`src/rtl/switch_debounce_map.sv`:
```
// Slide-switch front end: per-bit 2-flop sync + debounce, power-up settle window,
// edge strobes and decode of the debounced bus into named control fields.

module switch_debounce_lane #(
    parameter int DEBOUNCE_CYCLES = 4,
    parameter int CNT_W           = 3
) (
    input  logic clk,
    input  logic reset_n,
    input  logic raw,
    input  logic settled,
    output logic stable,
    output logic rise,
    output logic fall
);
    localparam logic [CNT_W-1:0] LAST = CNT_W'(DEBOUNCE_CYCLES - 1);

    logic             meta;
    logic             sync;
    logic [CNT_W-1:0] cnt;

    always_ff @(posedge clk or negedge reset_n) begin
        if (!reset_n) begin
            meta <= 1'b0;
            sync <= 1'b0;
        end else begin
            meta <= raw;
            sync <= meta;
        end
    end

    // Before settle the synced level is copied straight through so
    // switches already on at power-up never generate strobes.
    always_ff @(posedge clk or negedge reset_n) begin
        if (!reset_n) begin
            stable <= 1'b0;
            rise   <= 1'b0;
            fall   <= 1'b0;
            cnt    <= '0;
        end else begin
            rise <= 1'b0;
            fall <= 1'b0;
            if (!settled) begin
                stable <= sync;
                cnt    <= '0;
            end else if (sync == stable) begin
                cnt <= '0;
            end else if (cnt == LAST) begin
                stable <= sync;
                cnt    <= '0;
                rise   <= sync;
                fall   <= ~sync;
            end else begin
                cnt <= cnt + CNT_W'(1);
            end
        end
    end
endmodule

module switch_debounce_map #(
    parameter int NUM_SW          = 16,
    parameter int DEBOUNCE_CYCLES = 100000,
    parameter int CNT_W           = $clog2(DEBOUNCE_CYCLES + 2)
) (
    input  logic              clk,
    input  logic              reset_n,
    input  logic [NUM_SW-1:0] switches,
    output logic [NUM_SW-1:0] sw_stable,
    output logic [NUM_SW-1:0] sw_rise,
    output logic [NUM_SW-1:0] sw_fall,
    output logic              settled,
    output logic              raw_data_display_select,
    output logic              buzzer_mute,
    output logic              volume_control_sw,
    output logic [2:0]        song_select,
    output logic              adc_method_select,
    output logic [1:0]        ADC_select,
    output logic              song_change,
    output logic              adc_change,
    output logic              any_change
);
    localparam logic [CNT_W-1:0] SETTLE_LAST = CNT_W'(DEBOUNCE_CYCLES + 1);

    logic [CNT_W-1:0]  settle_cnt;
    logic [NUM_SW-1:0] sw_event;

    // Counter freezes once settled; only reset restarts the window.
    always_ff @(posedge clk or negedge reset_n) begin
        if (!reset_n) begin
            settle_cnt <= '0;
            settled    <= 1'b0;
        end else if (!settled) begin
            if (settle_cnt == SETTLE_LAST) settled <= 1'b1;
            else                           settle_cnt <= settle_cnt + CNT_W'(1);
        end
    end

    for (genvar i = 0; i < NUM_SW; i++) begin : g_lane
        switch_debounce_lane #(
            .DEBOUNCE_CYCLES(DEBOUNCE_CYCLES),
            .CNT_W          (CNT_W)
        ) u_lane (
            .clk    (clk),
            .reset_n(reset_n),
            .raw    (switches[i]),
            .settled(settled),
            .stable (sw_stable[i]),
            .rise   (sw_rise[i]),
            .fall   (sw_fall[i])
        );
    end

    // Bits beyond NUM_SW read as 0 so narrow builds still elaborate cleanly.
    function automatic logic pick(input logic [NUM_SW-1:0] v, input int idx);
        logic r;
        r = 1'b0;
        for (int k = 0; k < NUM_SW; k++)
            if (k == idx) r = v[k];
        return r;
    endfunction

    assign sw_event = sw_rise | sw_fall;

    assign raw_data_display_select = pick(sw_stable, 0);
    assign buzzer_mute             = pick(sw_stable, 3);
    assign volume_control_sw       = pick(sw_stable, 4);
    assign song_select             = {pick(sw_stable, 11), pick(sw_stable, 10), pick(sw_stable, 9)};
    assign adc_method_select       = pick(sw_stable, 13);
    assign ADC_select              = {pick(sw_stable, 15), pick(sw_stable, 14)};

    assign song_change = pick(sw_event, 9) | pick(sw_event, 10) | pick(sw_event, 11);
    assign adc_change  = pick(sw_event, 13) | pick(sw_event, 14) | pick(sw_event, 15);
    assign any_change  = |sw_event;
endmodule

```
`config.mk`:
```
export PLATFORM = sky130hd
export DESIGN_NAME = switch_debounce_map
export DESIGN_NICKNAME = d
export VERILOG_FILES = /design/src/rtl/switch_debounce_map.sv
export SDC_FILE = /design/constraint.sdc
export NUM_CORES = 1
export LEC_CHECK = 0
export CAP_MARGIN = 10
export CORE_AREA = 2 2 186 188
export CTS_BUF_LIST = sky130_fd_sc_hd__clkbuf_4
export CTS_CLUSTER_SIZE = 25
export DETAILED_ROUTE_END_ITERATION = 16
export DIE_AREA = 0 0 188 190
export PLACE_DENSITY_LB_ADDON = 0.12
export SLEW_MARGIN = 20
export SYNTH_ARGS = -nofsm -noshare
export SYNTH_HDL_FRONTEND = slang
export SYNTH_SLANG_ARGS = --single-unit
```
`constraint.sdc`:
```
create_clock -name clk -period 4.12 [get_ports clk]
set_clock_uncertainty 0.05 [all_clocks]
set_input_delay 0.824 -clock clk [delete_from_list [all_inputs] [get_ports clk]]
set_output_delay 0.824 -clock clk [all_outputs]
set_load 0.01 [all_outputs]
```
# == After elaboration in Yosys (flattened, before gate mapping) ==
# Cells that the tools add are included.
# word_totals
romBits,0
mem_count,0
mem_bits_rw,0
register_bits,370
wordCells,415
latch_bits,0
# classes
n_lt_le_gt_ge,0
bitwise,23
mux,194
n_reduce_logical,18
addsub,17
n_mul,0
div_mod_pow,0
shift,0
eq_ne,65
# op_table
cell,count
two-way mux 17 bit,48
adder 17 x 1 -> 17 bit (second input constant),17
equality test 17 bit (second input constant),17
two-way mux 1 bit,146
AND reduction 2 bit,17
!= test 2 x 1 -> 1 bit (second input constant),16
!= test 2 bit (second input constant),16
inverter 1 bit,18
equality test 1 bit,16
bitwise OR 16 bit,1
OR reduction 16 bit,1
bitwise OR 1 bit,4

# == Longest topological paths before layout ==
# Gate-level depths: netlist of run 1.
# logic_depth
ltp_word,4
depth_mapped,7
mapped_depth_nobuf,6

# == Hierarchy ==
# Synthesis of run 1 repeated with hierarchy kept, for this count alone.
# unflattened
cells_unflattened,1693
area_unflattened_um2,17558.1
# by_module_without_submodules
module,area_per_inst_um2,cells_per_inst,seq_area_each_um2,instances
switch_debounce_lane,1036.0,100,550.5,16
switch_debounce_map,982.2,93,450.4,1

# == Worst setup path before layout of run 1 ==
# No wires, ideal clock.
# synth_timing
kind,register to output
start,register g_lane[10].u_lane.fall
end,output any_change
t_arrival_ns,1.332
t_required_ns,3.246
stages_incl_launch_ff,4
path_buffers,0
slack_ns,1.914
path_cell_list,dfrtp_1 -> nor4_1 -> nand2_1 -> or4_1
# synth_between
elab_chain_cells,2
# synth_rtl
item,line_no,text
start: declaration,14,output logic fall
start signal: assignment,52,fall <= ~sync;
bitwise OR 16 bit,122,assign sw_event = sw_rise | sw_fall;
OR reduction 16 bit,133,assign any_change = |sw_event;
end: declaration,80,output logic any_change
# Every way passes these cells.

# == Worst setup path after layout of run 1 ==
# layout_timing
start,register g_lane[0].u_lane.rise
end,output any_change
# layout_between
elab_chain_cells,2
# layout_rtl
item,line_no,text
start: declaration,13,"output logic rise,"
start signal: assignment,51,rise <= sync;
bitwise OR 16 bit,122,
OR reduction 16 bit,133,
# Every way passes these cells.

==> results of run 1 <==
power by group:
part	switching, W	internal [W]
Combinational	0.0000906	0.0000582
Clock	0.00145	0.00152
Sequential	0.0000228	0.00366
Total	0.00156	0.00524
metrics by stage:
step	hold WS [ns]	setup slack (ns)	power (W)	instances	cell area, sq um
after floorplan	0.281	1.91	0.00378	1720	17700
after global placement	0.281	1.19	0.00390	2165	18500
after detailed placement	0.285	1.18	0.00390	2165	18500
after CTS	0.291	0.355	0.00694	2331	19700
after global routing	0.298	0.207	0.00718	2333	19700
final	0.288	0.464	0.00680	2333	19700
routing by layer:
metal  up-vias  track usage  share of wire  wire [um]
met2       191        0.308           0.45      15500
met1      6060        0.284           0.49      16800
li1       6236            -              -          -
met4         2       0.0709          0.019        651
met3        52       0.0522          0.046       1570
met5         -            0        0.00038         13
Yosys cell counts (18+ instances only):
master	count	share of area
and3_1	20	0.0071
and4_1	41	0.020
buf_4	55	0.023
dfrtp_1	370	0.52
ha_1	18	0.013
inv_1	36	0.0076
nand2_1	82	0.017
nand3_1	105	0.030
nand4_1	101	0.036
nor2_1	301	0.064
nor3_1	58	0.016
nor4_1	58	0.021
xnor2_1	132	0.065
xor2_1	117	0.058
path summary, 6_finish.rpt:
kind / to / slack [ns] / cells after the start
max: any_change / 0.46 / 4
min: g_lane[14].u_lane.sync / 0.29 / 0
max reg2reg: g_lane[0].u_lane.cnt[11] / 1.76 / 5
min reg2reg: g_lane[14].u_lane.sync / 0.29 / 0
max in group asynchronous: g_lane[0].u_lane.cnt[1] / 2.33 / 3
min in group asynchronous: g_lane[10].u_lane.cnt[12] / 0.62 / 2
sequential cells by signal, summed over array words and instances, names as in the netlist:
name and count:
g_lane.u_lane.rise 16, g_lane.u_lane.sync 16, g_lane.u_lane.stable 16, settle_cnt 17
g_lane.u_lane.fall 16, g_lane.u_lane.cnt 272, settled 1, g_lane.u_lane.meta 16
worst max-delay path, delay by kind of cell, from the launching register on:
kind	cells	cell delay (ns)
simple gates	3	1.17
buf+inv	1	0.53
flops	1	0.37
cells by family after synthesis:
kind of cell,Yosys count
AO/OA/AOI/OAI,63
XOR/XNOR,249
adder cells (fa/ha/maj),18
buffers and inverters,130
flip-flops,370
multiplexers,18
AND/OR/NAND/NOR,872
layout make-up:
cell class	count	area share
Multi-Input combinational cell	1220	0.391
Sequential cell	370	0.471
Antenna cell	2	0.000254
Tap cell	455	0.0289
Clock buffer	137	0.0523
Timing Repair Buffer	85	0.0447
Inverter	36	0.00687
Clock inverter	28	0.00560
==> results.tsv, run 1 <==
metric	value	unit
maximum VDD drop	0.252	mV
Hold Fails Final Rpt	0	
main combinational cell family by area after synthesis	simple AND/OR/NAND/NOR gates	
multi-input combinational cell area	7680	sq um
Crit Path Category	flip-flop to output pin	
mux share of post-synthesis cell area	0.0112	
CTS H-tree depth	3	
register area	9260	sq um
worst-path cell chain	nor4_1, nand3_1, or4_1, clkdlybuf4s50_1	
setup tns final	0	ns
RSZ-0062 raised after global routing	false	
register area share after synthesis	0.524	
via count	12541	
upper clock frequency limit	274	MHz
Crit Path Max Fanout	2	
Num Clock Sinks	370	
RD Place Congestion	0.834	
HP Start	g_lane[14].u_lane.meta	
Layout Utilization	0.579	
pwr dens	346	nW/um^2
Rows	68	
IO Pins	79	
clock root cell	clkbuf_4	
outcome	finished, final reports clean	
post-CTS setup buffers	0	
area share of fa/ha/maj cells after synthesis	0.0127	
initial antenna violation count	3	
CTS max path bufs	3	
hold buffers post-CTS	1	
syn avg cell area	10.3	sq um
Die W	188	um
CP Capture Type	output pin	
Final Max Tran Viols	0	
gr usage total	0.203	
post-synthesis compound-gate area fraction	0.0264	
Synth Area in XOR/XNOR	0.123	
initial core utilization	0.521	
CTS buffer count	97	
vias in the first global route	12455	
register bit total from synthesis	370	
commonest non-fill, non-tap cell in the layout	dfrtp_1	
Worst Hold Class	flip-flop to flip-flop	
total grt overflow	0	
drt drc	0	
Req. time, crit path	3.25	ns
Layout Nets	1846	
Slew @ Worst Pin	0.965	ns
Synth Warn #	0	
P_leak	7.66	nW
Worst-path clk slew	0.07	ns
router iterations before antenna repair	5	
worst rel slew slack	0.355	
Post-synth EDFFs	0	
Syn Nets	1756	
Synth Cell Area	17700	sq um
worst skew pair latency	0.74	ns
crit share post-route	0.887	
crit path from	g_lane[0].u_lane.rise	
Cell variety after synth	58	
core area	33900	sq um
die height	190	um
first-pass GRT wire length	60100	um
antenna-violating nets left	0	
Post-DP HPWL	23000	um
final setup fails	0	
CP peak stage delay	0.53	ns
WL final	34500	um
layout cell share with drive strength beyond 1	0.0986	
asr flop ratio synth	1.00	
vias per inst	5.38	
r2r startpoint	g_lane[0].u_lane.cnt[0]	
die footprint	35700	sq um
Mapped Cells	1720	
Top FF cell, synth	dfrtp_1	
min Tclk post-route	3.66	ns
simple-gate share of the synthesized area	0.260	
CTS tree	done	
DR WL/cell	14.8	um
post-cts resize count	0	
area grow syn2layout	11.2	%
Initial DRC Count	635	
most frequent cells in the layout	dfrtp_1, nor2_1, clkbuf_4, xnor2_1, xor2_1	
number of fill cells	2958	
slowest CP cell	clkdlybuf4s50_1	
largest net degree at the start of global routing	92	
max-cap violations	0	
arrival time worst endpoint	2.78	ns
PortBufs	78	
CP Launch Type	flip-flop	
Note: power is estimated with default switching activity, not from simulation.
==> run 2: changes to the inputs <==
Clock period 4.12 ns to 3 ns, I/O delays scaled along.
==> run 2 against run 1 <==
Effect of this change: via count increased by 0.98%; worst setup slack got worse by 0.40 ns; clock power up 48%; first-iteration DRC count fell by 12%; combinational power grew 40%; critical path depth did not move; non-clock buffer count increased by 5; wire length grew 0.66%; cell count rose by 0.56%; core utilization up 0.67 points; sequential power increased by 37%; flip-flop and latch count unchanged; critical path type unchanged; critical endpoint unchanged; highest routed layer unchanged.
==> results.tsv, run 2 (synthesized netlist as in run 1, its figures left out) <==
metric	value	unit
outcome	finished, final reports clean	
setup tns final	0	ns
IO Pins	79	
arrival time worst endpoint	2.28	ns
layout cell share with drive strength beyond 1	0.108	
Crit Path Category	flip-flop to output pin	
min Tclk post-route	2.93	ns
RD Place Congestion	0.833	
clock root cell	clkbuf_4	
final setup fails	0	
max reg flops	272	
via count	12664	
Layout Utilization	0.586	
P_leak	7.78	nW
die footprint	35700	sq um
CTS tree	done	
Initial DRC Count	558	
Worst-path clk slew	0.07	ns
total grt overflow	0	
upper clock frequency limit	341	MHz
DR WL/cell	14.8	um
initial antenna violation count	2	
area grow syn2layout	12.5	%
CP peak stage delay	0.57	ns
CTS buffer count	98	
router iterations before antenna repair	5	
register area	9260	sq um
crit path buf inv count	1	
pwr dens	486	nW/um^2
vias per inst	5.40	
initial core utilization	0.521	
Die W	188	um
top flop regs	g_lane.u_lane.cnt x272, settle_cnt x17	
CP Capture Type	output pin	
Slew @ Worst Pin	0.731	ns
CTS max path bufs	3	
CP Launch Type	flip-flop	
worst skew pair latency	0.76	ns
multi-input combinational cell area	7740	sq um
antenna-violating nets left	0	
drt drc	0	
register name with the most flops	g_lane.u_lane.cnt	
crit share post-route	0.978	
delay-heaviest family, CP	simple AND/OR/NAND/NOR gates	
commonest non-fill, non-tap cell in the layout	dfrtp_1	
slowest CP cell	or4_4	
pre-CTS WS	0.287	ns
Final Max Tran Viols	0	
max-cap violations	0	
Total Power	0.00966	W
worst rel slew slack	0.511	
Post-DP HPWL	23100	um
vias in the first global route	12543	
core area	33900	sq um
Layout Nets	1852	
final hold slack	0.218	ns
Hold Fails Final Rpt	0	
Rows	68	
CTS H-tree depth	3	
Num Clock Sinks	370	
Worst Hold Class	primary input to flip-flop	
worst-path cell chain	nor4_2, nand2_1, or4_4, buf_6	
most frequent cells in the layout	dfrtp_1, nor2_1, clkbuf_4, xnor2_1, xor2_1	
WL final	34700	um
Crit Path Max Fanout	2	
first-pass GRT wire length	60400	um
die height	190	um
Req. time, crit path	2.35	ns
largest net degree at the start of global routing	93	
number of fill cells	2993	
RSZ-0062 raised after global routing	true	
PortBufs	78	
maximum VDD drop	0.251	mV
gr usage total	0.204	
slack of the critical path	0.0656	ns
==> run 2: cell types whose count changed in the layout (fill, tap and decap cells not counted), moves of 3 or more <==
cell	previous run	this run
clkbuf_4	137	143
buf_4	3	6
clkinv_2	4	1
nor4_4	0	3
nor4_1	58	53
==> run 2: per-stage QoR <==
stage / std cells / area, sq um
final: 2346 / 19900
after global routing: 2346 / 19900
after CTS: 2345 / 19900
after detailed placement: 2170 / 18600
after global placement: 2170 / 18600
after floorplan: 1720 / 17700
==> run 2: path summary, 6_finish.rpt <==
kind | startpoint | to | slack, ns | cells past startpoint
max | g_lane[10].u_lane.fall | any_change | 0.07 | 4
min | switches[11] | g_lane[11].u_lane.meta | 0.22 | 1
max reg2reg | g_lane[14].u_lane.cnt[0] | g_lane[14].u_lane.cnt[12] | 0.76 | 5
min reg2reg | g_lane[6].u_lane.meta | g_lane[6].u_lane.sync | 0.30 | 0
max in group asynchronous | reset_n | g_lane[13].u_lane.meta | 1.69 | 3
min in group asynchronous | reset_n | g_lane[10].u_lane.cnt[12] | 0.33 | 2
==> run 2: final cells by class <==
cell class              count  share of cell area
clock inverters            31             0.00855
inverters                  36             0.00679
flip-flops and latches    370               0.465
repair buffers             90              0.0474
multi-input cells        1220               0.389
well taps                 455              0.0286
clock buffers             143              0.0540
diodes                      1            0.000126
==> run 2: what timing repair did <==
action                     CTS  global route
hold buffers                 1             0
gates cloned                 0             0
hold endpoints to repair    53             0
pin swaps                    2             3
gates resized for setup      9             7
setup endpoints to repair    1             1
setup buffers                0             0
==> run 2: power by group <==
group          internal, W  switching, W
combinational    0.0000837      0.000125
clock              0.00235       0.00205
sequential         0.00502     0.0000315
total              0.00745       0.00221
==> run 2: layer usage <==
layer	share of wire	up-vias	track usage
li1	-	6255	-
met1	0.47	6121	0.280
met2	0.45	207	0.309
met3	0.044	79	0.0507
met4	0.030	2	0.0887
met5	0.00046	-	0
==> run 2: worst register-to-register path: stages (launching register included) <==
cell and delay [ns]:
dfrtp_1 0.40, ha_1 0.27, nand4_1 0.27, o41ai_2 0.43, nand2b_1 0.56, nor2_1 0.12
==> run 3: changes to the inputs <==
Settings changed: CTS_BUF_LIST sky130_fd_sc_hd__clkbuf_4 to sky130_fd_sc_hd__clkbuf_2.
Clock period 3 ns to 3.55 ns, I/O delays scaled along.
==> run 3 against run 2 <==
Effect of this change: clock-buffer cell count shrank 17; cell area is 2.3% lower; register-to-register slack better by 0.52 ns; power shrank 24%; first-iteration DRC count grew 8.2%; combinational power down 16%; worst hold slack lost 0.062 ns; wire length up 0.91%; non-clock buffer count stayed put; core utilization decreased by 1.3 points; cell count down 0.72%; critical path depth is the same; largest cell class unchanged.
==> results.tsv, run 3 (synthesized netlist as in run 1, its figures left out) <==
metric	value	unit
Hold Fails Final Rpt	0	
Rows	68	
vias in the first global route	12396	
CTS max path bufs	3	
gr usage total	0.203	
max-cap violations	0	
final setup fails	0	
die height	190	um
crit share post-route	0.911	
router iterations before antenna repair	4	
Slew @ Worst Pin	0.750	ns
DR WL/cell	15.0	um
IO Pins	79	
Worst Hold Depth	1	
arrival time worst endpoint	2.48	ns
upper clock frequency limit	309	MHz
Initial DRC Count	604	
worst rel slew slack	0.498	
CTS buffer count	95	
layout cell share with drive strength beyond 1	0.0998	
CTS H-tree depth	3	
worst-path cell chain	nor4_4, nand2_1, or4_1, clkbuf_2	
first-pass GRT wire length	60000	um
min Tclk post-route	3.24	ns
CTS tree	done	
RSZ-0062 raised after global routing	false	
outcome	finished, final reports clean	
Worst-path clk slew	0.09	ns
worst skew pair latency	0.95	ns
Worst Hold Class	primary input to flip-flop	
Crit Path Category	flip-flop to output pin	
initial core utilization	0.521	
area grow syn2layout	9.93	%
slack of the critical path	0.314	ns
final hold slack	0.156	ns
largest net degree at the start of global routing	79	
top flop regs	g_lane.u_lane.cnt x272, settle_cnt x17	
WL final	35000	um
number of fill cells	3007	
max reg flops	272	
total grt overflow	0	
Layout Nets	1849	
CP Capture Type	output pin	
register name with the most flops	g_lane.u_lane.cnt	
Num Clock Sinks	370	
commonest non-fill, non-tap cell in the layout	dfrtp_1	
r2r startpoint	g_lane[14].u_lane.cnt[0]	
P_leak	7.64	nW
via count	12636	
PortBufs	78	
clock root cell	clkbuf_2	
Die W	188	um
setup tns final	0	ns
HP Start	switches[5]	
core area	33900	sq um
drt drc	0	
crit path from	g_lane[15].u_lane.rise	
Final Max Tran Viols	0	
initial antenna violation count	1	
Register-to-Register Path Depth	5	
most frequent cells in the layout	dfrtp_1, nor2_1, xnor2_1, clkbuf_2, xor2_1	
pwr dens	378	nW/um^2
pre-CTS WS	0.709	ns
maximum VDD drop	0.268	mV
CP peak stage delay	0.52	ns
antenna-violating nets left	0	
die footprint	35700	sq um
RD Place Congestion	0.832	
slowest CP cell	or4_1	
Post-DP HPWL	23200	um
CP Launch Type	flip-flop	
Crit Path Max Fanout	2	
vias per inst	5.43	
Req. time, crit path	2.79	ns
-- run 3: cell count changes in the layout (fill, tap and decap cells not counted), sizes merged --
cell,before,now
buf,13,11
inv,40,37
bufinv,2,3
clkinv,25,27
dlygate4sd3,1,2
clkbuf,143,127
-- run 3: cell type report --
type | instances | area [sq um] | share of cell area
clock inverter | 31 | 206 | 0.0106
tap | 455 | 569 | 0.0293
timing repair buffer | 90 | 913 | 0.0470
multi-input combinational | 1220 | 7720 | 0.397
sequential | 370 | 9260 | 0.476
clock buffer | 126 | 631 | 0.0324
inverter | 36 | 135 | 0.00695
antenna | 1 | 2.50 | 0.000129
-- run 3: worst paths after layout --
check | to | slack, ns
setup / recovery | any_change | 0.31
hold / removal | g_lane[5].u_lane.meta | 0.16
setup reg to reg | g_lane[14].u_lane.cnt[2] | 1.28
hold reg to reg | g_lane[14].u_lane.sync | 0.28
max in group asynchronous | g_lane[13].u_lane.cnt[16] | 2.21
min in group asynchronous | g_lane[10].u_lane.cnt[11] | 0.24
-- run 3: critical path, delay by kind of cell, from the launching register on --
kind / cells / cell delay (ns)
buffers and inverters: 1 / 0.17
AND/OR/NAND/NOR: 3 / 0.96
flip-flops: 1 / 0.42
-- run 3: power breakdown --
part / total [W] / switching [W] / internal [W]
Sequential: 0.00427 / 0.0000275 / 0.00424
Combinational: 0.000175 / 0.000107 / 0.0000683
Clock: 0.00290 / 0.00172 / 0.00118
-- run 3: repair_timing --
action / 4_1_cts / 5_1_grt
resized for setup: 6 / 3
hold buffers: 2 / 0
cloned: 0 / 0
setup endpoints to repair: 1 / 1
hold endpoints to repair: 70 / 0
buffers inserted: 1 / 1
pin swaps: 1 / 2
-- run 3: per-stage QoR --
step                 util  cells  cell area [sq um]  power [W]
floorplan               -   1720              17700    0.00439
global placement    0.546   2167              18500    0.00453
detailed placement  0.546   2167              18500    0.00453
CTS                 0.572   2327              19400    0.00750
global route        0.573   2329              19400    0.00775
finish              0.573   2329              19400    0.00734
-- run 3: per-layer routing --
metal  global-route usage  wire, um  vias to the layer above
met4               0.0748       748                        0
met1                0.284     17200                     6181
met3               0.0465      1280                       54
li1                     -         -                     6211
met2                0.310     15800                      190
met5                    0         0                        -
